<file path="config.mk">
export PLATFORM = sky130hd
export DESIGN_NAME = seg7_scan_reader
export DESIGN_NICKNAME = d
export VERILOG_FILES = /design/src/rtl/seg7_scan_reader.sv
export SDC_FILE = /design/constraint.sdc
export NUM_CORES = 1
export LEC_CHECK = 0
export CAP_MARGIN = 20
export CORE_MARGIN = 4
export CORE_UTILIZATION = 61
export DETAILED_ROUTE_END_ITERATION = 16
export HOLD_SLACK_MARGIN = 0.08
export PLACE_DENSITY_LB_ADDON = 0.2
export SYNTH_ARGS = -nofsm -noshare
export SYNTH_HDL_FRONTEND = slang
export SYNTH_SLANG_ARGS = --single-unit
</file>
<file path="constraint.sdc">
create_clock -name clk -period 4.4 [get_ports clk]
set_clock_uncertainty 0.2 [all_clocks]
set_input_delay 0.88 -clock clk [delete_from_list [all_inputs] [get_ports clk]]
set_output_delay 0.88 -clock clk [all_outputs]
set_load 0.01 [all_outputs]
</file>
<file path="src/rtl/seg7_scan_reader.sv">
// Receive side of a multiplexed 7-segment display bus: waits for each digit's
// pattern to settle, decodes it back to a hex nibble and publishes whole frames.
module seg7_scan_reader #(
    parameter int NDIG       = 4,
    parameter int STABLE_CYC = 4
) (
    input  logic                 clk,
    input  logic                 rst_n,
    input  logic [6:0]           seg,
    input  logic                 dp,
    input  logic [NDIG-1:0]      dig_en,
    output logic [4*NDIG-1:0]    frame_data,
    output logic [NDIG-1:0]      frame_dp,
    output logic [NDIG-1:0]      frame_err,
    output logic                 frame_valid,
    input  logic                 frame_ready,
    output logic                 sync_err,
    output logic                 overflow
);

    localparam int CW = $clog2(STABLE_CYC + 1);
    localparam int IW = $clog2(NDIG);
    localparam logic [CW-1:0] CNT_MAX = CW'(STABLE_CYC);

    typedef enum logic [1:0] {
        HUNT,
        SCAN,
        PUBLISH
    } state_t;

    state_t            state;
    logic [6:0]        s_seg, p_seg;
    logic              s_dp, p_dp;
    logic [NDIG-1:0]   s_en, p_en;
    logic [CW-1:0]     cnt, cnt_cur;
    logic [IW-1:0]     nxt;
    logic [4*NDIG-1:0] buf_data;
    logic [NDIG-1:0]   buf_dp, buf_err;
    logic              block;

    logic              changed, capture;
    logic              en_zero, en_onehot, en_multi, violation;
    logic [NDIG-1:0]   next_bit, prev_bit;
    logic [3:0]        nib;
    logic              glyph_err;

    // NOTE: sequential state uses non-blocking assignments so every register samples pre-edge values.
    always_ff @(posedge clk or negedge rst_n) begin
        if (!rst_n) begin
            s_seg <= '0;
            s_dp  <= 1'b0;
            s_en  <= '0;
            p_seg <= '0;
            p_dp  <= 1'b0;
            p_en  <= '0;
            cnt   <= '0;
        end else begin
            s_seg <= seg;
            s_dp  <= dp;
            s_en  <= dig_en;
            p_seg <= s_seg;
            p_dp  <= s_dp;
            p_en  <= s_en;
            cnt   <= cnt_cur;
        end
    end

    assign changed = {s_seg, s_dp, s_en} != {p_seg, p_dp, p_en};

    always_comb begin
        // NOTE: every always_comb output gets a default first so no latch is inferred.
        cnt_cur = cnt;
        if (changed)
            cnt_cur = CW'(1);
        else if (cnt != CNT_MAX)
            cnt_cur = cnt + CW'(1);
    end

    // The "changed" term re-arms the capture when STABLE_CYC is 1 and the counter never leaves 1.
    assign capture   = (cnt_cur == CNT_MAX) && (changed || (cnt != CNT_MAX));

    assign en_zero   = (s_en == '0);
    assign en_onehot = !en_zero && ((s_en & (s_en - NDIG'(1))) == '0);
    assign en_multi  = !en_zero && !en_onehot;
    assign next_bit  = NDIG'(1) << nxt;
    assign prev_bit  = NDIG'(1) << (nxt - IW'(1));

    // The digit just captured keeps its enable for the rest of its dwell, so it is not a violation.
    assign violation = en_multi
                    || (en_onehot && (s_en != next_bit) && (s_en != prev_bit))
                    || (capture && en_onehot && (s_en != next_bit));

    always_comb begin
        nib       = 4'h0;
        glyph_err = 1'b0;
        case (s_seg)
            7'h7E:   nib = 4'h0;
            7'h30:   nib = 4'h1;
            7'h6D:   nib = 4'h2;
            7'h79:   nib = 4'h3;
            7'h33:   nib = 4'h4;
            7'h5B:   nib = 4'h5;
            7'h5F:   nib = 4'h6;
            7'h70:   nib = 4'h7;
            7'h7F:   nib = 4'h8;
            7'h7B:   nib = 4'h9;
            7'h77:   nib = 4'hA;
            7'h1F:   nib = 4'hB;
            7'h4E:   nib = 4'hC;
            7'h3D:   nib = 4'hD;
            7'h4F:   nib = 4'hE;
            7'h47:   nib = 4'hF;
            default: glyph_err = 1'b1;
        endcase
    end

    always_ff @(posedge clk or negedge rst_n) begin
        if (!rst_n) begin
            state       <= HUNT;
            nxt         <= '0;
            buf_data    <= '0;
            buf_dp      <= '0;
            buf_err     <= '0;
            block       <= 1'b0;
            frame_data  <= '0;
            frame_dp    <= '0;
            frame_err   <= '0;
            frame_valid <= 1'b0;
            sync_err    <= 1'b0;
            overflow    <= 1'b0;
        end else begin
            sync_err <= 1'b0;
            if (frame_valid && frame_ready)
                frame_valid <= 1'b0;

            // A dwell that caused a violation must not also open the next frame.
            if (state == SCAN && violation)
                block <= 1'b1;
            else if (changed)
                block <= 1'b0;

            case (state)
                HUNT: begin
                    if (capture && (s_en == NDIG'(1)) && !block) begin
                        buf_data[3:0] <= nib;
                        buf_dp[0]     <= s_dp;
                        buf_err[0]    <= glyph_err;
                        nxt           <= IW'(1);
                        state         <= SCAN;
                    end
                end
                SCAN: begin
                    if (violation) begin
                        sync_err <= 1'b1;
                        state    <= HUNT;
                    end else if (capture && (s_en == next_bit)) begin
                        buf_data[4*int'(nxt) +: 4] <= nib;
                        buf_dp[nxt]                <= s_dp;
                        buf_err[nxt]               <= glyph_err;
                        if (nxt == IW'(NDIG - 1))
                            state <= PUBLISH;
                        else
                            nxt <= nxt + IW'(1);
                    end
                end
                PUBLISH: begin
                    if (!frame_valid || frame_ready) begin
                        frame_data  <= buf_data;
                        frame_dp    <= buf_dp;
                        frame_err   <= buf_err;
                        frame_valid <= 1'b1;
                    end else begin
                        overflow <= 1'b1;
                    end
                    state <= HUNT;
                end
                default: state <= HUNT;
            endcase
        end
    end

endmodule

</file>
After elaboration in Yosys (flattened, before gate mapping)

Cells that the tools add are included.

Register bits after elaboration: 83
Logic and storage cells: 138
Output and inout bits: 27
Input port bits: 15

Muxes and demuxes: 37
Order comparisons: 2
Add/subtract/negate cells: 5
Bitwise logic cells: 3
Reduce and logical (&&, ||, !) cells: 33
Equal/unequal tests: 32
Shift operators: 4

Operator list:

| kind                    | count |
|---|---|
| $eq 7x7->1 const B      | 12 |
| $pmux 4 s15             | 1 |
| $neg 4->33              | 1 |
| $shift 4x33->16 const A | 1 |
| $shiftx 4x33->16        | 1 |
| $eq 7x6->1 const B      | 3 |
| $bwmux 16               | 1 |
| $reduce_or 16->1        | 1 |
| $mux 1                  | 15 |
| $mux 2                  | 7 |
| $logic_and 1x1->1       | 13 |
| $mux 4                  | 3 |
| $ne 12x12->1            | 1 |
| $bwmux 4                | 2 |
| $logic_not 4->1         | 2 |
| $ne 4x4->1              | 2 |
| $pmux 2 s2              | 2 |
| $pmux 4 s2              | 1 |
| $shl 1x2->4 const A     | 2 |
| $eq 7x5->1 const B      | 1 |
| $mux 3                  | 2 |
| $ne 2x2->1 const B      | 3 |
| $ne 3x2->1 const B      | 2 |
| $reduce_and 3->1        | 2 |
| other kinds (24)        | 35 |

Longest topological paths before layout

Gate-level depths: netlist of the first run.

Depth in word-level cells: 10
Gate-level depth with buffers: 9
Gate-level depth less buffers: 7

Worst setup path before layout of the first run

Ideal clock, no wire load.

Kind: flip-flop to flip-flop
From: register cnt[0]
To: register buf_dp[0]
Library setup time: 0.127 ns
Slack: 1.842 ns
Required time: 4.073 ns
Cell stages (with the launch flop): 10
Buffers on the path: 2
Arrival: 2.230 ns
Clock period less this slack: 2.558 ns
Cells stage by stage: dfrtp_1 > inv_1 > ha_1 > or3b_1 > a211oi_2 > and4_1 > buf_4 > nor2b_1 > buf_4 > mux2_1

Word-level cells in the longest chain between the ends: 10
Elaborated cells on any way between the ends: 17
Those cells by class: 1 x add/sub; 5 x eq/ne; 2 x mux; 9 x reduce/logical

Ends and longest elaborated chain:

| item                                      | line       | source |
|---|---|---|
| start: declaration                        | 35         | `logic [CW-1:0] cnt, cnt_cur;` |
| start signal: assignment                  | 64         | `cnt <= cnt_cur;` |
| $add 3x1->3 or $ne 3x3->1 (tied branches) | 76, 75, 80 |  |
| $mux 3                                    | 75         | `else if (cnt != CNT_MAX)` |
| $mux 3                                    | 73         | `if (changed)` |
| $eq 3x3->1                                | 80         | `assign capture = (cnt_cur == CNT_MAX) && (changed \|\| (cnt != CNT_MAX));` |
| $logic_and 1x1->1 *                       | 80         |  |
| $logic_and 1x1->1 (2 in a row)            | 91         | `\|\| (capture && en_onehot && (s_en != next_bit));` |
| $logic_or 1x1->1                          | 91         |  |
| $ne 2x2->1 (no source line)               | n/a        |  |
| $reduce_and 4->1 (no source line) *       | n/a        |  |
| end signal: assignment                    | 146        | `buf_dp[0] <= s_dp;` |
| end signal: indexed assignment            | 158        | `buf_dp[nxt] <= s_dp;` |
| end: declaration                          | 38         | `logic [NDIG-1:0] buf_dp, buf_err;` |

Mark *: on every way between the ends. The rest lies on a longest branch, timed or not.
A chain may end at the register's enable or synchronous reset.

Final worst setup path of the first run

From: register cnt[0]
To: register buf_data[1]

Word-level cells in the longest chain between the ends: 10
Elaborated cells on any way between the ends: 17
Those cells by class: 1 x add/sub; 5 x eq/ne; 2 x mux; 9 x reduce/logical

Ends and longest elaborated chain:

| item                                      | line       | source |
|---|---|---|
| $add 3x1->3 or $ne 3x3->1 (tied branches) | 76, 75, 80 |  |
| $mux 3                                    | 75         |  |
| $mux 3                                    | 73         |  |
| $eq 3x3->1                                | 80         |  |
| $logic_and 1x1->1 *                       | 80         |  |
| $logic_and 1x1->1 (2 in a row)            | 91         |  |
| $logic_or 1x1->1                          | 91         |  |
| $ne 2x2->1 (no source line)               | n/a        |  |
| $reduce_and 4->1 (no source line) *       | n/a        |  |
| end signal: assignment                    | 145        | `buf_data[3:0] <= nib;` |
| end signal: indexed assignment            | 157        | `buf_data[4*int'(nxt) +: 4] <= nib;` |
| end: declaration                          | 37         | `logic [4*NDIG-1:0] buf_data;` |

Marked as above.

==> results of run 1 <==
cell families after synthesis:
family / Yosys count
multiplexers: 18
AO/OA/AOI/OAI: 41
AND/OR/NAND/NOR: 166
flip-flops: 83
adder cells (fa/ha/maj): 9
XOR/XNOR: 24
buffers and inverters: 30
sequential cells by signal, summed over array words and instances (netlist names):
| signal | cells |
|---|---|
| block | 1 |
| buf_data | 16 |
| buf_dp | 4 |
| buf_err | 4 |
| cnt | 3 |
| frame_data | 16 |
| frame_dp | 4 |
| frame_err | 4 |
| frame_valid | 1 |
| nxt | 2 |
| overflow | 1 |
| p_dp | 1 |
| p_en | 4 |
| p_seg | 7 |
| s_dp | 1 |
| s_en | 4 |
| s_seg | 7 |
| state | 2 |
| sync_err | 1 |
report_power, final:
part	switching, W	internal, W
Sequential	0.0000228	0.000773
Clock	0.000275	0.000335
Combinational	0.0000359	0.0000313
Total	0.000334	0.00114
per-stage QoR:
stage,hold slack [ns],power (W),worst slack [ns],cells,cell area (µm²)
3_5_place_dp,0.250,0.000875,1.27,468,4320
3_3_place_gp,0.241,0.000873,1.37,468,4320
5_1_grt,0.122,0.00153,1.07,485,4570
2_1_floorplan,0.149,0.000842,1.84,371,3920
6_report,0.130,0.00147,1.25,485,4570
4_1_cts,0.270,0.00148,1.24,484,4550
layout by cell type, fill, tap and decap left out, drive strengths merged, types with 4 or more instances in the layout:
cell,instances
clkbuf,10
nor2,13
o21ai,4
inv,10
nand2,84
dfrtp,83
nor2b,6
o31ai,8
nand3b,5
mux2,18
ha,9
nor4,11
nor3,9
clkdlybuf4s50,40
o211ai,4
xor2,21
a21oi,9
nand2b,5
nand3,13
and3,4
worst max-delay path, cell delays in order (launching register included):
cell      delay [ns]
dfrtp_1         0.39
inv_1           0.08
ha_1            0.22
or3b_1          0.39
a211oi_2        0.35
and4_1          0.48
nor2b_1         0.53
mux2_1          0.39
layer usage:
metal	global-route usage [%]	wire length [µm]	vias to the layer above
met5	0	0	-
met4	10.7	188	0
met3	4.33	343	16
met2	35.3	3680	77
met1	30.3	3520	1368
li1	-	-	1336
cell type report:
type	instances	share of cell area (%)
well taps	75	2.05
flip-flops and latches	83	45.4
clock buffers	10	3.01
inverters	10	0.821
repair buffers	43	9.68
clock inverters	6	1.94
multi-input cells	258	37.1
path summary, 6_finish.rpt:
kind | to | slack, ns | depth (start not counted)
max | buf_data[1] | 1.25 | 7
min | p_en[0] | 0.13 | 1
max reg2reg | buf_data[1] | 1.25 | 7
min reg2reg | frame_err[1] | 0.27 | 2
max in group asynchronous | s_en[2] | 3.29 | 2
min in group clk | frame_err[1] | 0.27 | 2
==> out/metrics.yaml, run 1 <==
status: "finished clean"
clk_pin_slew_ns: 0.08
synth_compound_area_share_pct: 7.60
dieArea_um2: 7770
yosys.area_share.adder_pct: 2.88
grt_antenna_before_repair: 0
cts_tree: "yes"
synth.area.mux_share_pct: 5.18
final_util_pct: 75.5
synthCells: 371
initial_core_util_pct: 64.6
rr_startpoint: "cnt[0]"
synth.distinct_cells: 56
grt-ovfl-total: 0
layout-drive-gt1-share_pct: 8.29
timing.setup.tns_ns: 0
die_h_um: 88.1
worst_setup_path_end_kind: "flip-flop"
fin_crit_ns: 3.15
htree_levels: 3
vias: 2797
synth_area_um2: 3920
grt_max_degree: 84
maxSlewHeadroom_pct: 47.7
multi_input_area_um2: 1700
yosysTopAreaCellShare_pct: 53.0
area_growth_pct: 16.8
vdd_drop_max_uv: 277
synth_common_cells: "nand2_1, dfrtp_1, xor2_1"
synthArstFlopShare_pct: 100
hpwl_um: 5300
rows: 28
path_max_fanout: 10
synth_top_cell_by_area: "dfrtp_1"
yosys.area_share.simple_pct: 22.1
dr.pass1.iters: 4
coreArea_um2: 6060
clk_latency_ns: 0.36
cp.arrival_ns: 3.19
cp-start-kind: "flip-flop"
grt_first_pass_wirelength_um: 13500
drt-initial-drc-count: 161
cts_sinks: 83
fillCellCount: 431
syn_nets: 395
clockBufferDepth: 2
drc: 0
max_cap_viol_count: 0
die_w_um: 88.1
avgSynthCellArea_um2: 10.6
cts_setup_buffers: 0
cts-hold-fix-buffers: 0
power.density_nw_per_um2: 322
wl_um: 7730
vias_per_cell: 5.77
min-delay-path-class: "in2async"
cts_made_buffers: 9
synth.most_common_cell: "nand2_1"
io_pins: 42
synth_xor_area_share_pct: 5.56
finalSetupViolCount: 0
synth-edff-count: 0
grt_pass1_vias: 2842
rsz0062_at_grt: "no"
leakagePower_nw: 2.16
cts_resized: 0
worst_slew_pin_slew_ns: 0.783
max_freq_mhz: 318
num-nets-final: 429
place_congestion: 0.915
cts-root-buf: "clkbuf_8"
finalCritPeriodShare_pct: 71.5
critical_path_required_ns: 4.44
synth_top_family_by_area: "simple AND/OR/NAND/NOR gates"
synth-main-ff-cell: "dfrtp_1"
ant_nets: 0
crit_type: "reg2reg"
port_buffers: 41
n_antenna_cell: 0
synth.area.top_cells: "dfrtp_1, nand2_1, mux2_1"
ff_latch_area_um2: 2080
slew_viol_final: 0
yosys_warnings: 0
hold_viol: 0
yosysSeqAreaShare_pct: 53.0
wl_per_cell_um: 15.9
gr-usage-all-layers_pct: 22.5
synth_seq_cells: 83
crit_start: "cnt[0]"
No activity file was read; power rests on OpenSTA's default activity.
==> run 2: changes to the inputs <==
--- a/config.mk
+++ b/config.mk
@@ -7,7 +7,7 @@
 export LEC_CHECK = 0
 export CAP_MARGIN = 20
 export CORE_MARGIN = 4
-export CORE_UTILIZATION = 61
+export CORE_UTILIZATION = 56
 export DETAILED_ROUTE_END_ITERATION = 16
 export HOLD_SLACK_MARGIN = 0.08
 export PLACE_DENSITY_LB_ADDON = 0.2
==> constraint.sdc (replaced) <==
create_clock -name clk -period 2.9 [get_ports clk]
set_clock_uncertainty 0.2 [all_clocks]
set_input_delay 0.58 -clock clk [delete_from_list [all_inputs] [get_ports clk]]
set_output_delay 0.58 -clock clk [all_outputs]
set_load 0.01 [all_outputs]
==> out/metrics.yaml, run 2 (synthesis gave the netlist of run 1 again) <==
min-delay-path-class: "reg2reg"
clockBufferDepth: 2  # unchanged
rr_startpoint: "cnt[0]"
finalSetupViolCount: 0  # unchanged
rows: 30  # +7.1%
reg2reg_setup_slack_ns: 0.17  # -1.09 ns
largestRegisters: "buf_data x16, frame_data x16"
fin_crit_ns: 2.73  # -0.413 ns
vdd_drop_max_uv: 340  # +23%
ff_latch_area_um2: 2080  # unchanged
placed_area_um2: 4440  # +2.8%
top_usage_layer: "met2"
critical_path_required_ns: 2.99  # -1.45 ns
crit_start: "cnt[0]"
cts_made_buffers: 9  # unchanged
stdcell_area_um2: 4690  # +2.4%
met1_usage_pct: 26.4  # -3.9 points
final_common_cell: "nand2_1"
port_buffers: 41  # unchanged
p_sw_share_pct: 23.1  # +0.41 points
timing.setup.tns_ns: 0  # unchanged
coreArea_um2: 6790  # +12%
path_max_fanout: 8  # -2
vias: 2788  # -0.32%
grt-ovfl-total: 0  # unchanged
grt_pass1_vias: 2803  # -1.4%
leakagePower_nw: 2.21  # +2.6%
layout-drive-gt1-share_pct: 10.5  # +2.2 points
wl_per_cell_um: 14.7  # -8.0%
cts_tree: "yes"
maxSlewHeadroom_pct: 49.3  # +1.6 points
n_antenna_cell: 0  # unchanged
dr.pass1.iters: 4  # unchanged
r2r-end: "buf_data[8]"
internal_power_w: 0.00174  # +53%
cts_sinks: 83  # unchanged
grt_antenna_before_repair: 0  # unchanged
ant_nets: 0  # unchanged
initial_core_util_pct: 57.6  # -7.0 points
cp-start-kind: "flip-flop"
worst_setup_path_end_kind: "flip-flop"
multi_input_area_um2: 1700  # unchanged
endpoint: "buf_data[8]"
area_growth_pct: 19.6
clk_latency_ns: 0.36  # about the same
final_cell_mix: "nand2_1, dfrtp_1, clkdlybuf4s50_1, xor2_1, mux2_1"
max_cap_viol_count: 0  # unchanged
reg2reg_depth: 8  # +1
fillCellCount: 538  # +25%
hpwl_um: 5450  # +2.9%
max_freq_mhz: 366  # +15%
cts-root-buf: "clkbuf_8"
grtUsageMet2_pct: 30.9  # -4.4 points
finalWorstSetupSlack_ns: 0.167  # -1.09 ns
seqPwrFrac_pct: 52.6  # -1.4 points
wl_um: 7580  # -1.9%
die_h_um: 91.6  # +4.0%
rsz0062_at_grt: "no"
grt_first_pass_wirelength_um: 13200  # -2.3%
preCtsSetupSlack_ns: 0.113  # -1.15 ns
dieArea_um2: 8400  # +8.1%
drt-initial-drc-count: 201  # +25%
pwr-share-clk_pct: 42.0  # +0.6 points
final_util_pct: 69.0  # -6.5 points
grt_max_degree: 49  # -42%
gr-usage-all-layers_pct: 19.7  # -2.8 points
holdPathStages: 1
vias_per_cell: 5.39  # -6.5%
drc: 0  # unchanged
die_w_um: 91.6  # +4.0%
finalCritPeriodShare_pct: 94.2  # +23 points
worst_slew_pin_slew_ns: 0.759  # -0.0232 ns
met3_usage_pct: 4.18  # -0.14 points
clk_pin_slew_ns: 0.09  # about the same
cts_resized: 0  # unchanged
slew_viol_final: 0  # unchanged
comb_power_share_pct: 5.4  # +0.8 points
crit_type: "reg2reg"
power.density_nw_per_um2: 484  # +50%
switchingPower_w: 0.000523  # +57%
cp.arrival_ns: 2.83  # -0.36 ns
total_power_w: 0.00227  # +54%
place_congestion: 0.941  # +2.9%
io_pins: 42  # unchanged
num-nets-final: 440  # +2.6%
htree_levels: 3  # unchanged
status: "finished clean"
hold_viol: 0  # unchanged
run 2: cell types whose count changed in the layout (fill, tap and decap cells not counted), sizes merged:
cell and change:
buf +10, clkinv -1, clkinvlp -1, dlygate4sd3 +1, inv +2
run 2: cell type report:
| cell class | count | area share, % |
|---|---|---|
| well taps | 96 | 2.56 |
| repair buffers | 54 | 11.1 |
| inverters | 10 | 0.801 |
| flip-flops and latches | 83 | 44.3 |
| multi-input cells | 258 | 36.2 |
| clock inverters | 6 | 2.06 |
| clock buffers | 10 | 2.94 |
run 2: metal layers:
layer | up-vias | share of wire [%]
met4 | 0 | 2.0
met2 | 71 | 47
li1 | 1362 | -
met5 | - | 0
met1 | 1342 | 46
met3 | 13 | 5.0
run 2: through the flow:
step                hold slack [ns]  instances
finish                        0.263        517
global route                  0.299        517
CTS                           0.268        517
detailed placement            0.248        500
global placement              0.243        500
floorplan                    0.0844        371
run 2: power groups by stage:
stage / registers [W] / logic [W] / clock network (W)
4_1_cts: 0.00119 / 0.000125 / 0.000973
2_1_floorplan: 0.00121 / 0.0000705 / 0
3_5_place_dp: 0.00122 / 0.000123 / 0
5_1_grt: 0.00120 / 0.000137 / 0.00103
3_3_place_gp: 0.00122 / 0.000119 / 0
6_report: 0.00119 / 0.000122 / 0.000952
run 2: worst min path at each step:
stage / end / from
floorplan: block / rst_n
global placement: overflow / overflow
detailed placement: overflow / overflow
CTS: overflow / overflow
global route: frame_data[15] / frame_data[15]
finish: overflow / overflow
run 2: critical path, cell delays in order, from the launching register on:
cell	delay, ns
dfrtp_1	0.39
inv_1	0.08
ha_1	0.22
or3b_1	0.39
a211oi_2	0.36
and4_1	0.31
buf_4	0.20
nor3b_2	0.31
a32o_1	0.22
run 2: what timing repair did:
| action | 4_1_cts | 5_1_grt |
|---|---|---|
| hold buffers | 1 | 0 |
| buffers inserted | 0 | 0 |
| endpoints found under the hold margin | 47 | 0 |
| endpoints found under the setup margin | 0 | 14 |
